File: src/rtl/weight_fetcher.sv
// weight_fetcher: read-side master for a weight_buffer port.
//
// Turns a (start address, row count) command into one-per-cycle read requests on a
// weight_buffer port, and returns the rows as a valid/ready stream toward the
// systolic-array weight loader. A credit-guarded skid FIFO absorbs the buffer's fixed
// read latency, so downstream backpressure never drops a row.
//
// Ports:
//   clk, rst                  clock (rising edge), asynchronous active-low reset
//   cmd_valid/cmd_ready       command handshake; cmd_ready is high only when idle
//   cmd_addr, cmd_rows        first row address, number of rows (saturated to MAX_ROWS)
//   buf_en, buf_addr          weight_buffer read request
//   buf_write_en/_port        tied to zero (read-only master)
//   buf_read_port             weight_buffer read data, READ_LATENCY edges after request
//   out_valid/out_ready       row stream handshake
//   out_data, out_last        row data (byte j at bits [8j+7:8j]), final-row flag
//   done                      one-cycle pulse after the last row handshake
//   perf_stall_cnt            only with WEIGHT_FETCH_PERF_EN defined: saturating count of
//                             cycles with out_valid=1 and out_ready=0, cleared per command
//
// Configuration macro: WEIGHT_FETCH_PERF_EN (adds perf_stall_cnt).

module weight_fetcher #(
  parameter int unsigned MATRIX_WIDTH = 4,
  parameter int unsigned TILE_WIDTH   = 16,
  parameter int unsigned READ_LATENCY = 2,
  parameter int unsigned FIFO_DEPTH   = READ_LATENCY + 2,
  parameter int unsigned ADDR_WIDTH   = 8,
  localparam int unsigned MAX_ROWS    = MATRIX_WIDTH * TILE_WIDTH,
  localparam int unsigned ROWS_W      = $clog2(MAX_ROWS + 1),
  localparam int unsigned DATA_W      = MATRIX_WIDTH * 8
) (
  input  logic                  clk,
  input  logic                  rst,
  input  logic                  cmd_valid,
  output logic                  cmd_ready,
  input  logic [ADDR_WIDTH-1:0] cmd_addr,
  input  logic [ROWS_W-1:0]     cmd_rows,
  output logic                  buf_en,
  output logic                  buf_write_en,
  output logic [ADDR_WIDTH-1:0] buf_addr,
  output logic [DATA_W-1:0]     buf_write_port,
  input  logic [DATA_W-1:0]     buf_read_port,
  output logic                  out_valid,
  input  logic                  out_ready,
  output logic [DATA_W-1:0]     out_data,
  output logic                  out_last,
  output logic                  done
`ifdef WEIGHT_FETCH_PERF_EN
  ,
  output logic [31:0]           perf_stall_cnt
`endif
);

  localparam int unsigned PW   = (FIFO_DEPTH > 1) ? $clog2(FIFO_DEPTH) : 1;
  localparam int unsigned CNTW = $clog2(FIFO_DEPTH + 1);
  localparam int unsigned TW   = $clog2(FIFO_DEPTH + READ_LATENCY + 2) + 1;

  typedef enum logic [1:0] {StIdle, StFetch, StDrain} state_e;

  state_e                  state_q;
  logic                    buf_en_q;
  logic [ADDR_WIDTH-1:0]   addr_q;
  logic [ROWS_W-1:0]       rows_q;
  logic [ROWS_W-1:0]       issue_left_q;
  logic [ROWS_W-1:0]       out_cnt_q;
  logic                    done_q;

  // In-flight read tracking: bit 0 set at the edge the buffer samples a request.
  logic [READ_LATENCY-1:0] sr_q, sr_d;

  logic [DATA_W-1:0]       fifo_mem [FIFO_DEPTH];
  logic [PW-1:0]           wr_ptr_q, rd_ptr_q;
  logic [CNTW-1:0]         count_q;

  logic                    push, pop, cmd_fire, can_issue;
  logic [ROWS_W-1:0]       rows_sat;
  logic [TW-1:0]           total;

  assign cmd_ready      = (state_q == StIdle);
  assign cmd_fire       = cmd_valid && cmd_ready;
  assign buf_en         = buf_en_q;
  assign buf_addr       = addr_q;
  assign buf_write_en   = 1'b0;
  assign buf_write_port = '0;
  assign done           = done_q;

  assign out_valid = (count_q != '0);
  assign out_data  = out_valid ? fifo_mem[rd_ptr_q] : '0;
  assign out_last  = out_valid && (out_cnt_q == rows_q - ROWS_W'(1));

  assign push = sr_q[READ_LATENCY-1];
  assign pop  = out_valid && out_ready;

  assign rows_sat = (cmd_rows > ROWS_W'(MAX_ROWS)) ? ROWS_W'(MAX_ROWS) : cmd_rows;

  // Everything committed to the FIFO: stored rows, the request on the port, and reads
  // in flight. A push only moves an entry from in-flight to stored, so it nets out;
  // this cycle's pop frees a slot immediately.
  always_comb begin
    total = TW'(count_q) + TW'(buf_en_q);
    for (int i = 0; i < READ_LATENCY; i++) begin
      total = total + TW'(sr_q[i]);
    end
    can_issue = (total - TW'(pop)) < TW'(FIFO_DEPTH);
  end

  always_comb begin
    sr_d    = '0;
    sr_d[0] = buf_en_q;
    for (int i = 1; i < READ_LATENCY; i++) begin
      sr_d[i] = sr_q[i-1];
    end
  end

  // Control FSM with registered request and done outputs.
  always_ff @(posedge clk or negedge rst) begin
    if (!rst) begin
      state_q      <= StIdle;
      buf_en_q     <= 1'b0;
      addr_q       <= '0;
      rows_q       <= '0;
      issue_left_q <= '0;
      out_cnt_q    <= '0;
      done_q       <= 1'b0;
    end else begin
      done_q   <= 1'b0;
      buf_en_q <= 1'b0;
      unique case (state_q)
        StIdle: begin
          if (cmd_valid) begin
            rows_q    <= rows_sat;
            out_cnt_q <= '0;
            if (rows_sat == '0) begin
              done_q <= 1'b1;
            end else begin
              // The accept edge issues the first read directly.
              buf_en_q     <= 1'b1;
              addr_q       <= cmd_addr;
              issue_left_q <= rows_sat - ROWS_W'(1);
              state_q      <= (rows_sat == ROWS_W'(1)) ? StDrain : StFetch;
            end
          end
        end
        StFetch: begin
          if (can_issue) begin
            buf_en_q     <= 1'b1;
            addr_q       <= addr_q + ADDR_WIDTH'(1);
            issue_left_q <= issue_left_q - ROWS_W'(1);
            if (issue_left_q == ROWS_W'(1)) state_q <= StDrain;
          end
        end
        StDrain: begin
        end
        default: state_q <= StIdle;
      endcase
      if (pop) begin
        out_cnt_q <= out_cnt_q + ROWS_W'(1);
        if (out_last) begin
          state_q <= StIdle;
          done_q  <= 1'b1;
        end
      end
    end
  end

  // Skid FIFO pointers, occupancy and in-flight shift register.
  always_ff @(posedge clk or negedge rst) begin
    if (!rst) begin
      sr_q     <= '0;
      wr_ptr_q <= '0;
      rd_ptr_q <= '0;
      count_q  <= '0;
    end else begin
      sr_q <= sr_d;
      if (push) begin
        wr_ptr_q <= (wr_ptr_q == PW'(FIFO_DEPTH - 1)) ? '0 : wr_ptr_q + PW'(1);
      end
      if (pop) begin
        rd_ptr_q <= (rd_ptr_q == PW'(FIFO_DEPTH - 1)) ? '0 : rd_ptr_q + PW'(1);
      end
      unique case ({push, pop})
        2'b10:   count_q <= count_q + CNTW'(1);
        2'b01:   count_q <= count_q - CNTW'(1);
        default: count_q <= count_q;
      endcase
    end
  end

  // Storage needs no reset: out_data is masked while the FIFO is empty.
  always_ff @(posedge clk) begin
    if (push) fifo_mem[wr_ptr_q] <= buf_read_port;
  end

`ifdef WEIGHT_FETCH_PERF_EN
  logic [31:0] perf_q;

  always_ff @(posedge clk or negedge rst) begin
    if (!rst) begin
      perf_q <= '0;
    end else if (cmd_fire) begin
      perf_q <= '0;
    end else if (out_valid && !out_ready && (perf_q != '1)) begin
      perf_q <= perf_q + 32'd1;
    end
  end

  assign perf_stall_cnt = perf_q;
`endif

endmodule

File: config.mk
export PLATFORM = sky130hd
export DESIGN_NAME = weight_fetcher
export DESIGN_NICKNAME = d
export VERILOG_FILES = /design/src/rtl/weight_fetcher.sv
export SDC_FILE = /design/constraint.sdc
export NUM_CORES = 1
export LEC_CHECK = 0
export BUFFER_PORTS_ARGS = -buffer_cell sky130_fd_sc_hd__buf_4
export CORE_UTILIZATION = 51
export CTS_CLUSTER_SIZE = 16
export DETAILED_ROUTE_END_ITERATION = 16
export PLACE_DENSITY_LB_ADDON = 0.25
export SLEW_MARGIN = 20
export SYNTH_ARGS = -nofsm -noshare
export SYNTH_HDL_FRONTEND = slang
export SYNTH_SLANG_ARGS = --single-unit
File: constraint.sdc
create_clock -name clk -period 5.2 [get_ports clk]
set_input_delay 0.26 -clock clk [delete_from_list [all_inputs] [get_ports clk]]
set_output_delay 0.26 -clock clk [all_outputs]
set_load 0.01 [all_outputs]
# Word level (Yosys, flattened, before mapping)
# Memories as Yosys holds them, arrays and structs flattened.
# Cells that the tools add are included.
[totals] ff_bits=42 memories=1 word_cells=86 output_inout_bits=78 ram_bits=128 inputBits=51
[classes] n_addsub=13 muxes=35 eq_ne=12 order_cmp=2 reduce_logical=12
[mem_list] memory="fifo_mem" words=4 width=32 read_ports=1 rd_clocked_by_memory_dff=0 write_ports=1 line="72" rtl="logic [DATA_W-1:0] fifo_mem [FIFO_DEPTH];"
[op_table] cell="7-bit two-way mux" count=7
[op_table] cell="32-bit two-way mux" count=1
[op_table] cell="8-bit two-way mux" count=3
[op_table] cell="7-bit by 1-bit subtractor with 7-bit output (second input constant)" count=3
[op_table] cell="2-bit two-way mux" count=9
[op_table] cell="8-bit one-hot mux with 2 select lines" count=1
[op_table] cell="7-bit by 1-bit == test with 1-bit output (second input constant)" count=2
[op_table] cell="7-bit one-hot mux with 2 select lines" count=1
[op_table] cell="1-bit two-way mux" count=10
[op_table] cell="4-bit by 1-bit adder with 4-bit output" count=2
[op_table] cell="8-bit by 1-bit adder with 8-bit output (second input constant)" count=1
[op_table] cell="2-bit == test (second input constant)" count=4
[op_table] cell="2-bit nonzero test" count=4
[op_table] cell="7-bit by 1-bit adder with 7-bit output (second input constant)" count=1
[op_table] cell="7-bit == test" count=1
[op_table] cell="7-bit greater-than comparator (second input constant)" count=1
[op_table] cell="7-bit zero test" count=1
[op_table] cell="2-bit inequality test (second input constant)" count=3
[op_table] cell="2-bit one-hot mux with 3 select lines" count=1
[op_table] cell="3-bit one-hot mux with 2 select lines" count=1
[op_table] cell="2-bit by 1-bit adder with 2-bit output (second input constant)" count=2
[op_table] cell="3-bit by 1-bit adder with 4-bit output" count=1
[op_table] cell="2-bit by 1-bit == test with 1-bit output (second input constant)" count=2
[op_table] cell="4-bit by 3-bit less-than comparator with 1-bit output (second input constant)" count=1
[op_table] cell="other kinds (9)" count=11

# Logic depth before layout (Yosys ltp)
[depth] depth_word=9 depth_mapped=14 mapped_depth_nobuf=12

# Worst setup path before layout
# OpenSTA, ideal clock, no wires.
[synth_path] path_type="flip-flop to flip-flop" from="reg count_q[0]" to="reg addr_q[2] (netlist: buf_addr[2])" slack_ns=1.789 t_required_ns=5.076 setup_ns=0.124 stages_incl_launch_ff=14 n_path_buf=2 t_arrival_ns=3.287 synth_period_minus_slack_ns=3.411 path_cell_list="dfrtp_1 > nor3_1 > nor2b_1 > clkbuf_1 > nand2b_1 > nand2_1 > fa_1 > ha_1 > a31oi_1 > nor3b_1 > o21ai_1 > and2_4 > buf_12 > a211o_2"
[synth_via] elab_chain_len=7 word_cells_on_any_way=9 classes_between="add/sub (4); order compare (1); eq/ne (1); reduce/logical (3)"
[synth_lines] item="start, declared" line="74" rtl="logic [CNTW-1:0] count_q;"
[synth_lines] item="start signal, assigned" line="183" rtl="2'b10: count_q <= count_q + CNTW'(1);"
[synth_lines] item="start signal, assigned" line="184" rtl="2'b01: count_q <= count_q - CNTW'(1);"
[synth_lines] item="start signal, assigned" line="185" rtl="default: count_q <= count_q;"
[synth_lines] item="3-bit by 1-bit adder with 4-bit output" line="101" rtl="total = TW'(count_q) + TW'(buf_en_q);"
[synth_lines] item="4-bit by 1-bit adder with 4-bit output (2 in a row)" line="103" rtl="total = total + TW'(sr_q[i]);"
[synth_lines] item="4-bit by 1-bit subtractor with 4-bit output (*)" line="105" rtl="can_issue = (total - TW'(pop)) < TW'(FIFO_DEPTH);"
[synth_lines] item="4-bit by 3-bit less-than comparator with 1-bit output (*)" line="105"
[synth_lines] item="2-bit inequality test (no source line) (*)"
[synth_lines] item="4-bit AND reduction (no source line) (*)"
[synth_lines] item="end signal, assigned" line="139" rtl="addr_q <= cmd_addr;"
[synth_lines] item="end signal, assigned" line="148" rtl="addr_q <= addr_q + ADDR_WIDTH'(1);"
[synth_lines] item="end, declared" line="63" rtl="logic [ADDR_WIDTH-1:0] addr_q;"
# Mark *: on every way between the ends. The rest lies on a longest branch, timed or not.
# A chain may end at the register's enable or synchronous reset.

# Final worst setup path
# Same ends and word-level chain as after synthesis.

==> reports/metrics.yaml <==
worst_setup_path:
  critPathSlowestCell: "nor2b_1"
  path_depth: 12
  cp.arrival_ps: 4030
  endpoint: "buf_addr[2]$_DFFE_PN0P_"
  reg2reg_to: "buf_addr[2]$_DFFE_PN0P_"
  required_ps: 5510
  rrSetupSlack_ps: 1480
  crit_path_max_fanout: 35
  crit_family: "simple AND/OR/NAND/NOR gates"
  crit_path_end_kind: "register"
  path_cells: "nor3_2, buf_4, nor2b_1, nand2b_1, ha_1, ha_1, a31oi_1, nor3b_1, o21ai_1, buf_4, and2_4, a211o_2"
  criticalPathCategory: "register to register"
  cp_num_buf_inv: 2
  cp-start-kind: "register"
  crit_path_max_incr_delay_ps: 710
  startpoint: "count_q[0]$_DFFE_PN0P_"
  reg2regPathDepth: 12
  reg2reg_from: "count_q[0]$_DFFE_PN0P_"
timing:
  post-route-min-period_ps: 3720
  hold_viol: 0
  relSlewSlack_pct: 40.4
  clock-skew-final_ps: 5.66
  fin_setup_tns_ps: 0
  max_freq_mhz: 269
  setup_viol: 0
  whs_ps: 32.7
  rsz0062_at_grt: "false"
  worst_slew_pin_slew_ps: 893
  final_max_slew_viol_count: 0
  fin_crit_sh_pct: 71.6
floorplan:
  start_util_pct: 53.0
  die_h_um: 126
  ios: 129
  num_rows: 44
  coreArea_um2: 14800
  dieArea_um2: 15800
  die_w_um: 126
synth:
  syn_area_per_cell_um2: 14.3
  synth_cell_types: 57
  yosys.area.top_type: "edfxtp_1"
  synthTopCellsByArea: "edfxtp_1 (49%), dfrtp_1 (13%), mux4_2 (9.2%)"
  synth_seq_area_share_pct: 62.7
  synth_flop_cell: "edfxtp_1"
  synthArstFlopShare_pct: 24.7
  yosys_warnings: 0
  netlist_area_um2: 7810
  synth_top_area_share_pct: 49.2
  synthCells: 547
  ys_ff_latch: 170
  synth_edf_count: 128
clocking:
  htree_num_levels: 4
  clock-sinks: 170
  tritoncts: "done"
  clk_path_buf_depth: 2
  clk-insertion-delay-late_ps: 420
  cts_root_buffer: "clkbuf_16"
  numCtsBuffers: 17
  clk_pin_slew_ps: 70
  cts_setup_buffers: 0
power_and_ir_drop:
  share_comb_of_total_power_pct: 39.5
  finalPower_mw: 5.43
  power.density_nw_per_um2: 592
  p_int_mw: 3.57
  power.switching_mw: 1.86
  seqPwrFrac_pct: 36.9
  p_leak_nw: 3.50
  irDropWorstVdd_v: 0.000291
  p_clk_share_pct: 23.6
  swShare_pct: 34.2
global_routing:
  antenna_found_initial: 0
  use_met1_pct: 26.3
  grt_max_degree: 43
  grtUsageTotal_pct: 20.4
  grt_pass1_wl_um: 24600
  grt_use_met3_pct: 4.89
  top_usage_layer: "met2"
  use_met2_pct: 33.8
  grt_pass1_vias: 4790
  gr-total-overflow: 0
placement:
  io_buffers: 95
  place.detailed.hpwl_um: 9580
  gp_congestion: 0.828
job:
  cap_violations: 0
drt:
  dr.pass1.iters: 5
  routedWlPerCell_um: 18.1
  dr_total_vias: 4714
  via_per_inst: 5.62
  drt-initial-drc-count: 365
  ant_nets: 0
  drcViolationCount: 0
  routed_wl_um: 15200
worst_hold_path:
  hold_class: "primary input to register"
run_status:
  outcome: "finished, final reports clean"
finish:
  insertedDiodeCount: 0
  drive_gt1_share_pct: 26.6
  syn2layout_area_growth_pct: 17.3
  fin_util_pct: 62.1
  layout.nets: 712
  fillers: 1093
layout by cell type (no fill, tap or decap), types with 3 or more instances in the layout:
cell type,count
xor2_1,5
nand4_1,3
inv_6,5
and2_2,4
nand2_1,37
buf_4,100
o311ai_0,3
ha_1,16
nor3_1,10
edfxtp_1,128
mux4_2,32
nand4b_1,3
conb_1,33
xnor2_1,10
nor3b_1,4
a32o_1,3
dfrtp_1,41
nand2b_1,12
o21ai_0,31
nor4_1,3
a21oi_1,12
a31oi_1,6
nor2b_1,35
mux2i_1,4
nand3_1,8
bufinv_16,3
clkbuf_16,17
inv_1,15
nor2_1,24
cells in the mapped netlist, types with 6 or more instances:
cell        n
nand2b_1   12
nand3_1     8
buf_4      35
nor3_1     11
a31oi_1     6
nand2_1    37
mux4_2     32
o21ai_0    31
dfrtp_1    42
inv_1      15
nor2b_1    35
xnor2_1    10
edfxtp_1  128
nor2_1     24
ha_1       16
clkbuf_1   17
a21oi_1    12
layer usage:
layer  wire length, um  vias up
li1                  -     2179
met1              6400     2359
met2              7760      158
met3               751       18
met4               245        0
met5                 0        -
state kept, by name (all words and copies together), names as in the netlist:
signal / cells
count_q: 3
issue_left_q: 7
buf_addr: 8
out_cnt_q: 7
wr_ptr_q: 2
buf_en: 1
fifo_mem: 128
sr_q: 2
rd_ptr_q: 2
state_q: 2
done: 1
rows_q: 7
stage by stage:
stage | instances | worst slack (ps) | instance area, um^2
floorplan | 579 | 1790 | 7930
detailed placement | 807 | 1470 | 8560
finish | 839 | 1480 | 9170
global placement | 807 | 1600 | 8560
CTS | 839 | 1480 | 9170
global route | 839 | 1070 | 9170
power groups by stage:
stage	Combinational (mW)	Sequential, mW	Clock (mW)
2_1_floorplan	1.54	1.95	0
3_3_place_gp	2.09	2.00	0
3_5_place_dp	2.16	2.03	0
4_1_cts	2.17	2.00	1.30
5_1_grt	2.37	2.04	1.35
6_report	2.15	2.00	1.28
worst min path at each step:
stage | from | to | slack, ps | cells after the start
finish | buf_read_port[14] | fifo_mem[3][14]$_DFFE_PP_ | 30 | 1
global route | buf_read_port[20] | fifo_mem[3][20]$_DFFE_PP_ | 20 | 1
CTS | buf_read_port[19] | fifo_mem[2][19]$_DFFE_PP_ | 20 | 1
detailed placement | rst | rows_q[3]$_DFFE_PN0P_ | 290 | 1
global placement | rst | done$_DFF_PN0_ | 280 | 1
floorplan | rst | buf_addr[0]$_DFFE_PN0P_ | -40 | 0
what timing repair did:
action                    4_1_cts  5_1_grt
gates resized for setup         0        0
hold buffers                    1        0
hold endpoints to repair       42        0
cells by family after synthesis:
| kind of cell | Yosys count | synth area share, % |
|---|---|---|
| AO/OA/AOI/OAI | 79 | 6.66 |
| XOR/XNOR | 15 | 1.68 |
| adder cells (fa/ha/maj) | 18 | 3.07 |
| buffers and inverters | 72 | 5.46 |
| flip-flops | 170 | 62.7 |
| multiplexers | 36 | 9.74 |
| other | 1 | 0.0480 |
| AND/OR/NAND/NOR | 156 | 10.7 |
layout make-up:
| cell class | instances | area (um^2) | share of cell area, % |
|---|---|---|---|
| inverter | 16 | 65.1 | 0.710 |
| clock inverter | 13 | 165 | 1.80 |
| clock buffer | 18 | 429 | 4.68 |
| tap | 184 | 230 | 2.51 |
| timing repair buffer | 101 | 761 | 8.30 |
| multi-input combinational | 337 | 2620 | 28.6 |
| sequential | 170 | 4900 | 53.4 |
No activity file was read; power rests on OpenSTA's default activity.
